$ cat config.mk
export PLATFORM = sky130hd
export DESIGN_NAME = ntsc_frame_writer
export DESIGN_NICKNAME = d
export VERILOG_FILES = /design/src/rtl/ntsc_frame_writer_pkg.sv /design/src/rtl/ntsc_frame_writer_wr_fifo.sv /design/src/rtl/ntsc_frame_writer.sv
export SDC_FILE = /design/constraint.sdc
export NUM_CORES = 1
export LEC_CHECK = 0
export CAP_MARGIN = 20
export CORE_UTILIZATION = 35
export DETAILED_ROUTE_END_ITERATION = 12
export HOLD_SLACK_MARGIN = 0.15
export PLACE_DENSITY = 0.56
export SLEW_MARGIN = 5
export SYNTH_ARGS = -nofsm -noshare
export SYNTH_HDL_FRONTEND = slang
export SYNTH_SLANG_ARGS = --single-unit
$ cat constraint.sdc
create_clock -name clk -period 8.2 [get_ports clk]
set_input_delay 1.64 -clock clk [delete_from_list [all_inputs] [get_ports clk]]
set_output_delay 1.64 -clock clk [all_outputs]
set_load 0.02 [all_outputs]
$ cat src/rtl/ntsc_frame_writer_pkg.sv
// Shared constants and types for the NTSC frame writer.
// Frame geometry, the frame-buffer address layout, the pixel field widths and
// the layout of one queued write entry.
package ntsc_frame_writer_pkg;

    localparam int WORDS_PER_LINE  = 320;
    localparam int LINES_PER_FRAME = 480;
    localparam int FRAME_WORDS     = 153600;

    localparam int ADDR_W   = 19;
    localparam int OFFSET_W = 18;
    localparam int DATA_W   = 36;
    localparam int ENTRY_W  = ADDR_W + DATA_W;

    localparam int Y_W     = 8;
    localparam int CR_W    = 5;
    localparam int CB_W    = 5;
    localparam int PIXEL_W = Y_W + CR_W + CB_W;

    typedef struct packed {
        logic                bank;
        logic [OFFSET_W-1:0] offset;
        logic [DATA_W-1:0]   data;
    } wr_entry_t;

    // Build one queued write entry from its parts.
    function automatic wr_entry_t pack_entry(input logic                bank,
                                             input logic [OFFSET_W-1:0] offset,
                                             input logic [DATA_W-1:0]   data);
        wr_entry_t e;
        e.bank   = bank;
        e.offset = offset;
        e.data   = data;
        return e;
    endfunction

endpackage

$ cat src/rtl/ntsc_frame_writer_wr_fifo.sv
// Synchronous write-entry FIFO. DEPTH must be a power of two.
// A push while full and a pop while empty are ignored.
module wr_fifo
    import ntsc_frame_writer_pkg::*;
#(
    parameter int DEPTH = 8,
    parameter int WIDTH = ENTRY_W
) (
    input  logic             clk,
    input  logic             rst_n,
    input  logic             push,
    input  logic             pop,
    input  logic [WIDTH-1:0] din,
    output logic             full,
    output logic             empty,
    output logic [WIDTH-1:0] head
);

    localparam int PTR_W = $clog2(DEPTH);
    localparam int CNT_W = PTR_W + 1;

    logic [WIDTH-1:0] mem_r [DEPTH];
    logic [PTR_W-1:0] wr_ptr_r;
    logic [PTR_W-1:0] rd_ptr_r;
    logic [CNT_W-1:0] count_r;
    logic             push_ok_s;
    logic             pop_ok_s;

    assign full      = (count_r == CNT_W'(DEPTH));
    assign empty     = (count_r == CNT_W'(0));
    assign push_ok_s = push & ~full;
    assign pop_ok_s  = pop & ~empty;
    assign head      = mem_r[rd_ptr_r];

    // Entry storage; contents are only meaningful while counted, so no reset.
    always_ff @(posedge clk) begin
        if (push_ok_s) begin
            mem_r[wr_ptr_r] <= din;
        end
    end

    // Read/write pointers and occupancy count.
    always_ff @(posedge clk or negedge rst_n) begin
        if (!rst_n) begin
            wr_ptr_r <= PTR_W'(0);
            rd_ptr_r <= PTR_W'(0);
            count_r  <= CNT_W'(0);
        end else begin
            if (push_ok_s) begin
                wr_ptr_r <= wr_ptr_r + PTR_W'(1);
            end
            if (pop_ok_s) begin
                rd_ptr_r <= rd_ptr_r + PTR_W'(1);
            end
            case ({push_ok_s, pop_ok_s})
                2'b10:   count_r <= count_r + CNT_W'(1);
                2'b01:   count_r <= count_r - CNT_W'(1);
                default: count_r <= count_r;
            endcase
        end
    end

endmodule

$ cat src/rtl/ntsc_frame_writer.sv
// NTSC frame writer: turns captured two-pixel words into queued frame-buffer
// writes for the ZBT arbiter and double-buffers whole frames.
// Optional macro NTSC_WRITER_DROP_CNT_EN adds a saturating drop_count output.
module ntsc_frame_writer
    import ntsc_frame_writer_pkg::*;
#(
    parameter int FIFO_DEPTH      = 8,
    parameter int WORDS_PER_LINE  = ntsc_frame_writer_pkg::WORDS_PER_LINE,
    parameter int LINES_PER_FRAME = ntsc_frame_writer_pkg::LINES_PER_FRAME
) (
    input  logic              clk,
    input  logic              reset_b,
    input  logic [DATA_W-1:0] ntsc_pixels,
    input  logic              ntsc_flag,
    input  logic              frame_flag,
    output logic              mem_req,
    output logic [ADDR_W-1:0] mem_addr,
    output logic [DATA_W-1:0] mem_data,
    input  logic              mem_ack,
    output logic              display_bank,
    output logic              frame_done,
    output logic              overflow
`ifdef NTSC_WRITER_DROP_CNT_EN
    ,
    output logic [15:0]       drop_count
`endif
);

    localparam int XW = $clog2(WORDS_PER_LINE);
    localparam logic [OFFSET_W-1:0] LAST_BASE =
        OFFSET_W'((LINES_PER_FRAME - 1) * WORDS_PER_LINE);

    logic [XW-1:0]       x_word_r, x_word_n;
    logic [OFFSET_W-1:0] line_base_r, line_base_n;
    logic                write_bank_r, write_bank_n;
    logic                pending_swap_r, pending_swap_n;
    logic                display_bank_r;
    logic                frame_done_r;
    logic                overflow_r;

    logic [OFFSET_W-1:0] offset_s;
    logic                full_s;
    logic                empty_s;
    logic                push_s;
    logic                drop_s;
    logic                pop_s;
    logic                swap_ready_s;
    wr_entry_t           entry_s;
    wr_entry_t           head_s;

    assign offset_s = line_base_r + OFFSET_W'(x_word_r);
    assign entry_s  = pack_entry(write_bank_r, offset_s, ntsc_pixels);
    // Full is judged before any same-cycle pop, so a full FIFO always drops.
    assign push_s   = ntsc_flag & ~full_s;
    assign drop_s   = ntsc_flag & full_s;
    assign pop_s    = mem_ack & ~empty_s;
    // The old frame is finished once no entry ahead carries the previous bank.
    assign swap_ready_s = pending_swap_r & ~frame_flag &
                          (empty_s | (head_s.bank == write_bank_r));

    wr_fifo #(
        .DEPTH (FIFO_DEPTH),
        .WIDTH (ENTRY_W)
    ) u_fifo (
        .clk   (clk),
        .rst_n (reset_b),
        .push  (push_s),
        .pop   (pop_s),
        .din   (entry_s),
        .full  (full_s),
        .empty (empty_s),
        .head  (head_s)
    );

    // Next position/bank: frame_flag restarts the frame after this cycle's word.
    always_comb begin
        x_word_n       = x_word_r;
        line_base_n    = line_base_r;
        write_bank_n   = write_bank_r;
        pending_swap_n = pending_swap_r;
        if (frame_flag) begin
            x_word_n       = XW'(0);
            line_base_n    = OFFSET_W'(0);
            write_bank_n   = ~write_bank_r;
            pending_swap_n = 1'b1;
        end else begin
            if (ntsc_flag) begin
                if (x_word_r == XW'(WORDS_PER_LINE - 1)) begin
                    x_word_n = XW'(0);
                    if (line_base_r == LAST_BASE) begin
                        line_base_n = OFFSET_W'(0);
                    end else begin
                        line_base_n = line_base_r + OFFSET_W'(WORDS_PER_LINE);
                    end
                end else begin
                    x_word_n = x_word_r + XW'(1);
                end
            end else begin
                x_word_n = x_word_r;
            end
            if (swap_ready_s) begin
                pending_swap_n = 1'b0;
            end else begin
                pending_swap_n = pending_swap_r;
            end
        end
    end

    // Position, bank and swap-status registers.
    always_ff @(posedge clk or negedge reset_b) begin
        if (!reset_b) begin
            x_word_r       <= XW'(0);
            line_base_r    <= OFFSET_W'(0);
            write_bank_r   <= 1'b0;
            pending_swap_r <= 1'b0;
            display_bank_r <= 1'b0;
            frame_done_r   <= 1'b0;
            overflow_r     <= 1'b0;
        end else begin
            x_word_r       <= x_word_n;
            line_base_r    <= line_base_n;
            write_bank_r   <= write_bank_n;
            pending_swap_r <= pending_swap_n;
            display_bank_r <= swap_ready_s ? ~write_bank_r : display_bank_r;
            frame_done_r   <= swap_ready_s;
            overflow_r     <= overflow_r | drop_s;
        end
    end

    // Memory-side view of the FIFO head; idle bus is driven to zero.
    always_comb begin
        mem_req = ~empty_s;
        if (empty_s) begin
            mem_addr = ADDR_W'(0);
            mem_data = DATA_W'(0);
        end else begin
            mem_addr = {head_s.bank, head_s.offset};
            mem_data = head_s.data;
        end
    end

    assign display_bank = display_bank_r;
    assign frame_done   = frame_done_r;
    assign overflow     = overflow_r;

`ifdef NTSC_WRITER_DROP_CNT_EN
    logic [15:0] drop_count_r;

    // Saturating count of dropped words, cleared only by reset.
    always_ff @(posedge clk or negedge reset_b) begin
        if (!reset_b) begin
            drop_count_r <= 16'h0000;
        end else if (drop_s && (drop_count_r != 16'hFFFF)) begin
            drop_count_r <= drop_count_r + 16'h0001;
        end else begin
            drop_count_r <= drop_count_r;
        end
    end

    assign drop_count = drop_count_r;
`endif

endmodule
==> summary.md <==
| Metric | Value |
|---|---|
| Outcome | finished, final reports clean |
| Reported leakage power | 7.467 nW |
| Fin worst setup slack | 2.699 ns |
| Site Rows | 84 |
| Class of the worst hold path | reg2reg |
| Core footprint | 0.05297 mm^2 |
| Post-CTS Resized | 0 |
| Number of buffers created by CTS | 50 |
| Worst R2R End | u_fifo.mem_r[7][26]$_DFFE_PP_ |
| Clock latency on the worst-skew pair | 0.58 ns |
| Post-route minimum period | 5.501 ns |
| TritonCTS clock tree | built |
| Critical path's largest stage delay | 1.01 ns |
| Worst Setup Start Kind | register |
| Critical path data arrival time | 3.86 ns |
| Clock transition at the registers of the reported paths | 0.06 ns |
| IO buf count | 99 |
| P&R area growth vs syn | 18.28% |
| DRT antenna net count | 0 |
| Fraction of final layout cells sized beyond drive strength 1 | 0.1973 |
| First-pass detailed-route iteration total | 5 |
| Worst Reg-to-Reg Cells | 6 |
| Count of pins over their slew limit | 0 |
| Worst clock skew | 0.009146 ns |
| Cell-by-cell listing of the critical path | buf_4 > mux4_2 > mux2i_1 > nor2_1 > clkdlybuf4s50_1 |
| Post-route setup TNS | 0 ns |
| Count leader, synth | sky130_fd_sc_hd__edfxtp_1 |
| Metal2 WL | 19520 um |
| Count of hold buffers inserted by post-cts repair | 0 |
| Reg2reg setup slack | 5.19 ns |
| Crit end category | output pin |
| Number of hold violations in the final report | 0 |
| Worst slew margin | 0.2970 |
| Die extent in x | 234.3 um |
| Post-detailed-route DRC marker count | 0 |
| Length of routed met3 wiring | 1518 um |
| Diodes inserted | 0 |
| Critical R2R Launch | u_fifo.count_r[1]$_DFFE_PN0P_ |
| Yosys top cell by area | sky130_fd_sc_hd__edfxtp_1 |
| Combined area of all synthesized cells | 0.01888 mm^2 |
| Final non-filler cell area | 0.02234 mm^2 |
| Number of global-route vias before repair | 9700 |
| Violation count after the first detailed-routing iteration | 485 |
| Maximum net fanout on the critical path | 60 |
| Top delay family on crit path | buffers and inverters |
| Share of the yosys chip area belonging to registers | 0.7474 |
| Post-synthesis instance total | 944 |
| Total placed instance area | 0.02073 mm^2 |
| Most numerous cell types in the synthesized netlist | sky130_fd_sc_hd__edfxtp_1, sky130_fd_sc_hd__mux4_2, sky130_fd_sc_hd__nor2_1 |
| Total GRT Usage | 0.1489 |
| Placement Setup Slack | 3.247 ns |
| Post-layout total power | 0.008079 W |
| Power Density | 361.7 mW/mm^2 |
| Logic depth of the worst path, buffers included | 5 |
| Type of the worst setup path | reg2out |
| Primary FF master, synth | sky130_fd_sc_hd__edfxtp_1 |
| Global-route wire length before repair | 60190 um |
| Footprint of the multi-input gates | 0.004587 mm^2 |
| Top cell type's share of synthesized area | 0.6997 |
| DRT Wirelength | 39780 um |
| RSZ-0062 raised after global routing | no |
| Number of nets at the end of the flow | 1118 |
| Weighted congestion at the end of routability-driven global placement | 0.7177 |
| FILL cells | 4676 |
| Post-synthesis average cell area | 20.00 um^2 |
| Number of enable-type register cells in the synthesized netlist | 440 |
| Max clock buf depth | 3 |
| Effective utilization at floorplan | 0.3565 |
| Avg WL per Cell | 22.19 um |
| Fmax | 181.8 MHz |
| Count of buffering cells on the critical path with inverters included | 2 |
| Number of register bits inferred by synthesis | 476 |
| Cell at the root of the clock tree | sky130_fd_sc_hd__clkbuf_16 |
| H-tree depth | 2 |
| DIE HEIGHT | 234.3 um |
| Measured slew at the worst slew-check pin | 1.052 ns |
| Routed metal-1 wire length | 18090 um |
| Leading post-synthesis cells by cell area | sky130_fd_sc_hd__edfxtp_1, sky130_fd_sc_hd__mux4_2, sky130_fd_sc_hd__dfrtp_1, sky130_fd_sc_hd__mux2i_1, sky130_fd_sc_hd__nor2_1 |
| Max_cap viols | 0 |
| Detailed-route vias per instance | 5.039 |
| Final worst path period share | 0.6708 |
| Die area | 0.05489 mm^2 |
| Crit path required time | 6.56 ns |
| CP max stage cell | sky130_fd_sc_hd__dfrtp_4 |
| Post CTS Setup Buffer Count | 0 |
| Distinct cell type count of the synthesized netlist | 51 |
| Combined flip-flop and latch cell area | 0.01412 mm^2 |
| Largest net degree at the start of global routing | 87 |
| Mapped Nets | 997 |
| Ys Warns | 0 |
| Finished Core Util | 0.4217 |
| IO Pins | 100 |
| Grt ovf | 0 |
| Hpwl dp | 21640 um |
| Largest vdd supply drop | 0.1627 mV |
| Highest Signal Layer | met4 |
| TritonCTS sink count | 476 |
| Initial antenna violation count | 0 |
| Source of the critical timing path | u_fifo.rd_ptr_r[1]$_DFFE_PN0P_ |
| Destination of the critical timing path | mem_addr[10] |
| Final setup violating endpoints | 0 |
| Via Count | 9035 |
| Post-synth ARST share | 0.07563 |
==> cell usage in the layout (no fill, tap or decap), drive strengths merged, types with 2 or more instances in the layout <==
cell type / synthesis / layout
clkinv: 0 / 12
and2: 2 / 2
nor2b: 9 / 9
buf: 39 / 20
ha: 12 / 12
a21oi: 9 / 9
xnor2: 12 / 12
or2: 3 / 3
nor3: 7 / 7
clkbuf: 10 / 72
and4: 2 / 2
edfxtp: 440 / 440
nor3b: 4 / 4
nand4: 5 / 5
nor4: 2 / 2
o41ai: 3 / 3
mux2: 2 / 2
inv: 5 / 9
nor2: 78 / 78
xor2: 18 / 18
nand2: 30 / 30
or3: 3 / 3
o21ai: 13 / 13
o31ai: 4 / 4
dfrtp: 36 / 36
bufinv: 0 / 4
mux4: 110 / 110
clkdlybuf4s50: 0 / 98
a21o: 3 / 3
nand2b: 2 / 2
nand3: 11 / 11
mux2i: 55 / 55
==> worst min-delay path by stage <==
stage	slack, ns	startpoint	end	cells past startpoint
after floorplan	0.45	pending_swap_r$_DFFE_PN0P_	pending_swap_r$_DFFE_PN0P_	1
after global placement	0.46	pending_swap_r$_DFFE_PN0P_	pending_swap_r$_DFFE_PN0P_	1
after detailed placement	0.47	pending_swap_r$_DFFE_PN0P_	pending_swap_r$_DFFE_PN0P_	1
after CTS	0.48	pending_swap_r$_DFFE_PN0P_	pending_swap_r$_DFFE_PN0P_	1
after global routing	0.49	pending_swap_r$_DFFE_PN0P_	pending_swap_r$_DFFE_PN0P_	1
final	0.48	pending_swap_r$_DFFE_PN0P_	pending_swap_r$_DFFE_PN0P_	1
==> power breakdown <==
| part | switching (W) | internal [W] | total (W) | leakage [nW] |
|---|---|---|---|---|
| Combinational | 0.00134 | 0.00124 | 0.00258 | 2.19 |
| Clock | 0.000904 | 0.00130 | 0.00221 | 0.784 |
| Sequential | 0.000257 | 0.00304 | 0.00329 | 4.49 |
| Total | 0.00250 | 0.00558 | 0.00808 | 7.47 |
==> layout make-up <==
cell class / count / area share
flip-flops and latches: 476 / 0.6324
clock buffers: 72 / 0.06201
repair buffers: 118 / 0.05109
clock inverters: 20 / 0.009803
multi-input cells: 414 / 0.2054
inverters: 5 / 0.0008402
well taps: 688 / 0.03854
==> through the flow <==
step | cells | hold WS [ns]
floorplan | 944 | 0.4495
global placement | 1701 | 0.4616
detailed placement | 1701 | 0.4659
CTS | 1793 | 0.4796
global route | 1793 | 0.4874
finish | 1793 | 0.4772
==> registers in the layout (all words and copies together), names as in the netlist <==
signal / flops
line_base_r: 12
u_fifo.rd_ptr_r: 3
x_word_r: 9
overflow: 1
u_fifo.wr_ptr_r: 3
pending_swap_r: 1
frame_done: 1
display_bank: 1
u_fifo.mem_r: 440
u_fifo.count_r: 4
write_bank_r: 1
==> cell families after synthesis <==
kind of cell | count (synthesis) | share of synthesized area
compound gates | 42 | 0.01570
other cells | 1 | 0.0001986
fa+ha+maj | 12 | 0.007950
xor+xnor | 30 | 0.01391
simple gates | 162 | 0.04028
mux | 167 | 0.1615
buf+inv | 54 | 0.01305
flops | 476 | 0.7474
==> per-layer routing <==
metal,vias to the layer above,global-route usage
met1,4778,0.2020
met5,-,0
met3,47,0.02566
li1,4055,-
met2,155,0.2469
met4,0,0.04058
No activity file was read; power rests on OpenSTA's default activity.
